File: config.mk
export PLATFORM = sky130hd
export DESIGN_NAME = scatter_trig_param
export DESIGN_NICKNAME = d
export VERILOG_FILES = /design/src/rtl/scatter_trig_param.sv
export SDC_FILE = /design/constraint.sdc
export NUM_CORES = 1
export LEC_CHECK = 0
export CAP_MARGIN = 0
export CELL_PAD_IN_SITES_DETAIL_PLACEMENT = 1
export CELL_PAD_IN_SITES_GLOBAL_PLACEMENT = 2
export CORE_MARGIN = 3
export CORE_UTILIZATION = 33
export CTS_BUF_LIST = sky130_fd_sc_hd__clkbuf_8
export DETAILED_ROUTE_END_ITERATION = 8
export GPL_TIMING_DRIVEN = 0
export PLACE_DENSITY_LB_ADDON = 0.1
export SYNTH_ARGS = -nofsm -noshare
export SYNTH_HDL_FRONTEND = slang
export SYNTH_SLANG_ARGS = --single-unit
File: constraint.sdc
create_clock -name CLK_PCLK_RIGHT -period 4.5 [get_ports CLK_PCLK_RIGHT]
set_clock_uncertainty 0.05 [all_clocks]
set_input_delay 0.45 -clock CLK_PCLK_RIGHT [delete_from_list [all_inputs] [get_ports CLK_PCLK_RIGHT]]
set_output_delay 0.45 -clock CLK_PCLK_RIGHT [all_outputs]
set_load 0.01 [all_outputs]
File: src/rtl/scatter_trig_param.sv
// scatter_trig_param: front/back scintillator-row coincidence trigger.
// Clk CLK_PCLK_RIGHT, async rst_n; in: inp, masks, stretch_len, mode,
// prescale, enable; out: trig_out, trig_pattern, busy, cand_cnt, trig_cnt.
module scatter_trig_param #(
  parameter int N_FRONT    = 18,
  parameter int N_BACK     = 30,
  parameter int SPAN       = 3,
  parameter int STR_W      = 4,
  parameter int OUT_STAGES = 6,
  parameter int HOLDOFF    = 8,
  parameter int PRESCALE_W = 8,
  parameter int CNT_W      = 32
) (
  input  logic                      CLK_PCLK_RIGHT,
  input  logic                      rst_n,
  input  logic [N_FRONT+N_BACK-1:0] inp,
  input  logic [N_FRONT-1:0]        front_mask,
  input  logic [N_BACK-1:0]         back_mask,
  input  logic [STR_W-1:0]          stretch_len,
  input  logic [1:0]                mode,
  input  logic [PRESCALE_W-1:0]     prescale,
  input  logic                      enable,
  output logic                      trig_out,
  output logic [N_FRONT-1:0]        trig_pattern,
  output logic                      busy,
  output logic [CNT_W-1:0]          cand_cnt,
  output logic [CNT_W-1:0]          trig_cnt
);

  localparam int NCH  = N_FRONT + N_BACK;
  localparam int TMAX = (OUT_STAGES > HOLDOFF) ? OUT_STAGES : HOLDOFF;
  localparam int TW   = $clog2(TMAX + 1);

  typedef enum logic [1:0] {
    S_IDLE,
    S_FIRE,
    S_HOLD
  } state_t;

  logic [NCH-1:0]        r_inp_q;
  logic [NCH-1:0]        r_inp_qq;
  logic [NCH-1:0]        w_rise;
  logic [NCH-1:0]        w_str;
  logic [STR_W-1:0]      w_len;
  logic [N_FRONT-1:0]    w_front;
  logic [N_BACK-1:0]     w_back;
  logic [N_FRONT-1:0]    w_grp;
  logic [N_FRONT-1:0]    w_coinc;
  logic [N_FRONT-1:0]    r_coinc;
  logic                  w_any;
  logic                  r_any_d;
  logic                  w_cand;
  logic                  w_ps_hit;
  logic                  w_fire;
  logic [PRESCALE_W-1:0] r_ps_cnt;
  state_t                r_state;
  state_t                w_state_nxt;
  logic [TW-1:0]         r_tcnt;
  logic [TW-1:0]         w_tcnt_nxt;

  // Two-flop sampling; a rising edge is a fresh 1 after a 0.
  always_ff @(posedge CLK_PCLK_RIGHT or negedge rst_n) begin
    if (!rst_n) begin
      r_inp_q  <= '0;
      r_inp_qq <= '0;
    end else begin
      r_inp_q  <= inp;
      r_inp_qq <= r_inp_q;
    end
  end

  assign w_rise = r_inp_q & ~r_inp_qq;
  assign w_len  = (stretch_len == '0) ? STR_W'(1) : stretch_len;

  // Per-channel stretcher: reload on every edge, so retriggers extend.
  for (genvar gc = 0; gc < NCH; gc++) begin : g_str
    logic [STR_W-1:0] r_cnt;
    always_ff @(posedge CLK_PCLK_RIGHT or negedge rst_n) begin
      if (!rst_n) begin
        r_cnt <= '0;
      end else if (w_rise[gc]) begin
        r_cnt <= w_len;
      end else if (r_cnt != '0) begin
        r_cnt <= r_cnt - 1'b1;
      end
    end
    assign w_str[gc] = (r_cnt != '0);
  end

  assign w_front = w_str[N_FRONT-1:0] & front_mask;
  assign w_back  = w_str[NCH-1:N_FRONT] & back_mask;

  // Back group of front i starts at i*N_BACK/N_FRONT, clipped at the end.
  for (genvar gi = 0; gi < N_FRONT; gi++) begin : g_grp
    localparam int BASE = (gi * N_BACK) / N_FRONT;
    logic [N_BACK-1:0] w_sel;
    for (genvar gj = 0; gj < N_BACK; gj++) begin : g_sel
      assign w_sel[gj] = (gj >= BASE) && (gj < BASE + SPAN);
    end
    assign w_grp[gi] = |(w_back & w_sel);
  end

  always_comb begin
    w_coinc = '0;
    case (mode)
      2'd0:    w_coinc = w_front & w_grp;
      2'd1:    w_coinc = w_front;
      2'd2:    w_coinc = w_grp;
      default: w_coinc = '0;
    endcase
  end

  assign w_any    = |r_coinc;
  assign w_cand   = w_any & ~r_any_d & (r_state == S_IDLE) & enable;
  assign w_ps_hit = (r_ps_cnt >= prescale);
  assign w_fire   = w_cand & w_ps_hit;

  always_ff @(posedge CLK_PCLK_RIGHT or negedge rst_n) begin
    if (!rst_n) begin
      r_coinc      <= '0;
      r_any_d      <= 1'b0;
      r_ps_cnt     <= '0;
      cand_cnt     <= '0;
      trig_cnt     <= '0;
      trig_pattern <= '0;
    end else begin
      r_coinc <= w_coinc;
      r_any_d <= w_any;
      if (w_cand) begin
        if (cand_cnt != '1) cand_cnt <= cand_cnt + 1'b1;
        r_ps_cnt <= w_ps_hit ? '0 : r_ps_cnt + 1'b1;
      end
      if (w_fire) begin
        trig_pattern <= r_coinc;
        if (trig_cnt != '1) trig_cnt <= trig_cnt + 1'b1;
      end
    end
  end

  always_ff @(posedge CLK_PCLK_RIGHT or negedge rst_n) begin
    if (!rst_n) begin
      r_state <= S_IDLE;
      r_tcnt  <= '0;
    end else begin
      r_state <= w_state_nxt;
      r_tcnt  <= w_tcnt_nxt;
    end
  end

  always_comb begin
    w_state_nxt = r_state;
    w_tcnt_nxt  = r_tcnt;
    unique case (r_state)
      S_IDLE: begin
        if (w_fire) begin
          w_state_nxt = S_FIRE;
          w_tcnt_nxt  = TW'(OUT_STAGES - 1);
        end
      end
      S_FIRE: begin
        if (r_tcnt != '0) begin
          w_tcnt_nxt = r_tcnt - 1'b1;
        end else if (HOLDOFF == 0) begin
          w_state_nxt = S_IDLE;
        end else begin
          w_state_nxt = S_HOLD;
          w_tcnt_nxt  = TW'(HOLDOFF - 1);
        end
      end
      S_HOLD: begin
        if (r_tcnt != '0) begin
          w_tcnt_nxt = r_tcnt - 1'b1;
        end else begin
          w_state_nxt = S_IDLE;
        end
      end
      default: w_state_nxt = S_IDLE;
    endcase
  end

  assign trig_out = (r_state == S_FIRE);
  assign busy     = (r_state != S_IDLE);

endmodule

[Word-level counts from Yosys, hierarchy flattened]
Index checks and enable logic that the tools add are counted.
Operators by class
  add/subtract/negate cells: 52
  bitwise operators: 10
  $lt $le $gt $ge: 1
  reduce and logical (&&, ||, !) cells: 125
  shift operators: 0
  eq/ne operators: 10
  mux-type cells: 107
  divide/modulo/power cells: 0
  multipliers: 0
Operators with widths (count)
  4-bit two-way mux: 100
  4-bit nonzero test: 49
  4-bit by 1-bit subtractor with 4-bit output (second input constant): 49
  2-bit nonzero test: 49
  32-bit by 1-bit adder with 32-bit output (second input constant): 2
  32-bit != test (second input constant): 2
  18-bit case mux with 3 select lines: 1
  3-bit OR reduction: 17
  48-bit AND: 1
  48-bit inverter: 1
  18-bit AND: 2
  30-bit AND: 1
  18-bit OR reduction: 1
  4-bit case mux with 3 select lines: 1
  8-bit by 1-bit adder with 8-bit output (second input constant): 1
  8-bit >= comparator: 1
  8-bit two-way mux: 1
  2-bit != test (second input constant): 4
  2-bit two-way mux: 3
  2-bit case mux with 3 select lines: 1
  3-bit AND reduction: 2
  1-bit AND: 4
  2-bit by 1-bit == test with 1-bit output (second input constant): 2
  2-bit == test (second input constant): 2
  6 further kinds: 8
Word-level totals
  word-level logic and storage cells: 363
  memory bits (writable): 0
  memories kept: 0
  bits in read-only memories: 0
  input bits: 113
  bits in registers: 403
  latch bits: 0
  output and inout bits: 84

[Logic depth before layout (Yosys ltp)]
  depth after elaboration: 7
  depth in mapped cells: 11
  depth with buffers taken out: 8

[Worst setup path after synthesis]
OpenSTA, ideal clock, no wires.
  path kind: input -> register
  from: in prescale[0]
  to: reg r_state[0]
  required time: 4.322 ns
  stages on the path: 8
  path buffers: 1
  library setup time: 0.128 ns
  slack: 2.050 ns
  arrival time: 2.273 ns
  path through: ha_1 -> nand2b_1 -> a2111oi_0 -> o31a_1 -> buf_4 -> nor2_4 -> o22ai_4 -> mux2_1
Between the ends
  cells in the longest elaborated chain, start to end: 4
RTL lines
  start: declaration: RTL line 21  | input logic [PRESCALE_W-1:0] prescale,
  8-bit >= comparator: RTL line 115  | assign w_ps_hit = (r_ps_cnt >= prescale);
  1-bit AND: RTL line 116  | assign w_fire = w_cand & w_ps_hit;
  2-bit != test (no line)
  3-bit AND reduction (no line)
  end signal: assignment: RTL line 145  | r_state <= w_state_nxt;
  end: declaration: RTL line 56  | state_t r_state;
No other way between the ends.
A chain may end at the register's enable or synchronous reset.

[Worst setup path in the final report]
  from: reg r_coinc[3]
  to: reg r_state[0]
Between the ends
  cells in the longest elaborated chain, start to end: 7
RTL lines
  start: declaration: RTL line 49  | logic [N_FRONT-1:0] r_coinc;
  start signal: assignment: RTL line 127  | r_coinc <= w_coinc;
  18-bit OR reduction: RTL line 113  | assign w_any = |r_coinc;
  1-bit AND (3 in series): RTL line 114  | assign w_cand = w_any & ~r_any_d & (r_state == S_IDLE) & enable;
  1-bit AND: RTL line 116
  2-bit != test (no line)
  3-bit AND reduction (no line)
No other way between the ends.

==> impl_metrics.py <==
metrics = {
    "logic_synthesis": {
        "synth_flop_cell": "dfrtp_1",
        "syn_inst": 1981,
        "synth_edf_count": 0,
        "syn-num-nets": 2160,
        "synth_cell_types": 61,
        "synth-async-reset-ratio": 1.00,
        "ys_warn_count": 0,
        "avgSynthCellArea_um2": 9.65,
        "ys_seq_area_frac": 0.528,
        "ys_ff_latch": 403,
        "synth_area_um2": 19100,
    },
    "route": {
        "vias": 15032,
        "routed_wirelength_um": 52800,
        "vias_per_cell": 4.87,
        "drc_errors": 0,
        "dr.max_layer_used": "met5",
        "first_pass_iters": 4,
        "route.met3.wl_um": 2280,
        "met1Wirelength_um": 24200,
        "wl_per_cell_um": 17.1,
        "drtIter0Drc": 550,
        "met2_length_um": 24600,
        "ant_nets": 0,
    },
    "power": {
        "cellLeakagePower_nw": 10.3,
        "p_per_area_nw_per_um2": 544,
        "vdd_ir_drop_max_v": 0.000285,
    },
    "setup_path": {
        "path_class": "reg -> reg",
        "critPathMaxFanout": 10,
        "crit_path_top_delay_cell": "nor4_1",
        "critical_path.max_stage_delay_ps": 620,
        "required_ps": 4950,
        "worst_setup_path_start_kind": "register",
        "worst_ep_arrival_time_ps": 3260,
        "cp-end-kind": "register",
        "cp_cell_sequence": "nor4_1 > nand2_1 > o31ai_4 > buf_6 > nor2_4 > o22ai_4 > mux2_1",
    },
    "final_layout": {
        "final_cell_mix": "dfrtp_1 (403), nor2_1 (234), a21oi_1 (219), clkdlybuf4s50_1 (195), inv_1 (165)",
        "area_growth_syn_to_layout_pct": 24.3,
        "final_cell_area_um2": 23800,
        "postLayoutCoreUtil": 0.418,
        "fin_cells": 3086,
        "nNetsFinal": 2441,
        "final_common_cell": "dfrtp_1",
        "drive_gt1_frac": 0.0636,
    },
    "floorplanning": {
        "die_x_um": 247,
        "coreArea_um2": 56800,
        "start_util": 0.336,
        "dieArea_um2": 60900,
        "ios": 197,
        "dieHeight_um": 247,
        "fp-row-count": 87,
    },
    "timing": {
        "timing.final.crit_share": 0.625,
        "finalSetupViolations": 0,
        "fin_ws_ps": 1690,
        "slew_headroom": 0.335,
        "rsz0062_at_grt": "false",
        "fin_hold_ws_ps": 202,
        "clock.fmax_ghz": 0.356,
        "fin_crit_ps": 2810,
        "final-hold-violation-count": 0,
        "drv_slew": 0,
        "worst_slew_pin_slew_ps": 998,
    },
    "worst_hold_path": {
        "hp-class": "in -> reg",
    },
    "clock_tree": {
        "cts.sink_count": 403,
        "cts_tree": "done",
        "cts_resized": 0,
        "cts_buffer_depth": 3,
        "post_cts_buffers": 0,
        "cts_made_buffers": 78,
        "htree_levels": 3,
        "cts_root_buf": "clkbuf_8",
        "cts.clk_slew.worst_paths_ps": 60,
        "clk_latency_ps": 640,
    },
    "run_status": {
        "outcome": "completed",
    },
    "global_route": {
        "grt_pass1_vias": 15663,
        "antenna_found_initial": 6,
        "grt_overflow": 0,
        "grt_pass1_wl_um": 85100,
        "grt_use_total": 0.177,
        "grt_max_degree": 113,
    },
    "placement": {
        "dpl_cell_area_um2": 22100,
        "place.gp.congestion": 0.772,
        "dp_hpwl_um": 37700,
        "dpl_worst_slack_ps": 1350,
        "placed_cells": 2937,
        "io_buffer_count": 196,
    },
    "flow_run": {
        "maxCapViolations": 0,
    },
}
## cell families (layout without fill, tap and decap cells)
group | Yosys count | in the layout | share of synthesized area
AO/OA/AOI/OAI | 359 | 359 | 0.105
XOR/XNOR | 110 | 110 | 0.0504
adder cells (fa/ha/maj) | 66 | 66 | 0.0432
buffers and inverters | 215 | 560 | 0.0447
flip-flops | 403 | 403 | 0.528
multiplexers | 9 | 9 | 0.00504
other | 0 | 4 | 0
AND/OR/NAND/NOR | 819 | 819 | 0.224
## layer usage
metal,GRT usage,vias to the layer above
met1,0.229,7396
met2,0.291,232
met4,0.0599,4
met3,0.0410,102
met5,0,-
li1,-,7298
## worst max-delay path: cells and delay by family, from the launching register on
family	cells	cell delay, ps
flip-flops	1	380
buffers and inverters	1	280
AO/OA/AOI/OAI	2	710
multiplexers	1	330
AND/OR/NAND/NOR	3	920
## synthesized netlist by cell type, drive strengths merged, types with 2 or more instances
cell type    n  share of area
a2111oi      2         0.0019
a21o         2        0.00079
a21oi      219          0.057
a221oi       4         0.0018
a31oi       54          0.019
and2         5         0.0016
and3        10         0.0033
and4         7         0.0032
buf         13         0.0050
clkbuf      69          0.014
dfrtp      403           0.53
ha          66          0.043
inv        133          0.026
mux2         5         0.0029
mux2i        4         0.0021
nand2      146          0.029
nand2b     104          0.034
nand3       41          0.011
nand3b      48          0.019
nand4       22         0.0072
nor2       236          0.047
nor2b       10         0.0033
nor3        63          0.017
nor3b       63          0.025
nor4         8         0.0037
o21a         2        0.00079
o21ai       64          0.017
o31ai        5         0.0029
or3         49          0.016
xnor2       90          0.041
xor2        20         0.0092
## power breakdown
part	internal (mW)	total [mW]	switching [mW]	leakage [nW]
clock	2.07	3.68	1.61	0.939
sequential	4.62	5.47	0.851	4.90
combinational	1.90	3.79	1.89	4.42
## final cells by class
cell class              instances  area [µm²]
well taps                     756         946
fillers                      6534       33100
clock inverters                43         211
plain buffers                  82         355
repair buffers                201        2090
inverters                     133         499
clock buffers                 101        1390
diodes                          4        10.0
flip-flops and latches        403       10100
multi-input cells            1363        8180
## through the flow
step / setup TNS [ps] / total power, mW
CTS: 0 / 13.2
detailed placement: 0 / 9.37
finish: 0 / 12.9
global placement: -6590770 / 9.12
global route: 0 / 14.1
floorplan: 0 / 8.29
## registers in the layout, summed over array words and instances (netlist names)
signal,flops
g_str.r_cnt,192
r_coinc,18
r_any_d,1
r_ps_cnt,8
trig_cnt,32
r_state,2
r_inp_qq,48
trig_pattern,18
r_tcnt,4
r_inp_q,48
cand_cnt,32
## path summary, 6_finish.rpt
kind	slack, ps	to	cells after the start	from
max in group asynchronous	2900	g_str[17].r_cnt[1]	4	rst_n
worst min register to register	320	r_inp_qq[11]	0	r_inp_q[11]
worst max register to register	1690	r_state[0]	7	r_coinc[3]
worst min-delay path	200	r_inp_q[35]	1	inp[35]
min in group asynchronous	220	trig_cnt[12]	2	rst_n
worst max-delay path	1690	r_state[0]	7	r_coinc[3]
## repair_timing
item / CTS / global route
hold buffers: 1 / 0
hold endpoints to repair: 98 / 0
setup endpoints to repair: 0 / 0
(Power assumes the default switching activity.)
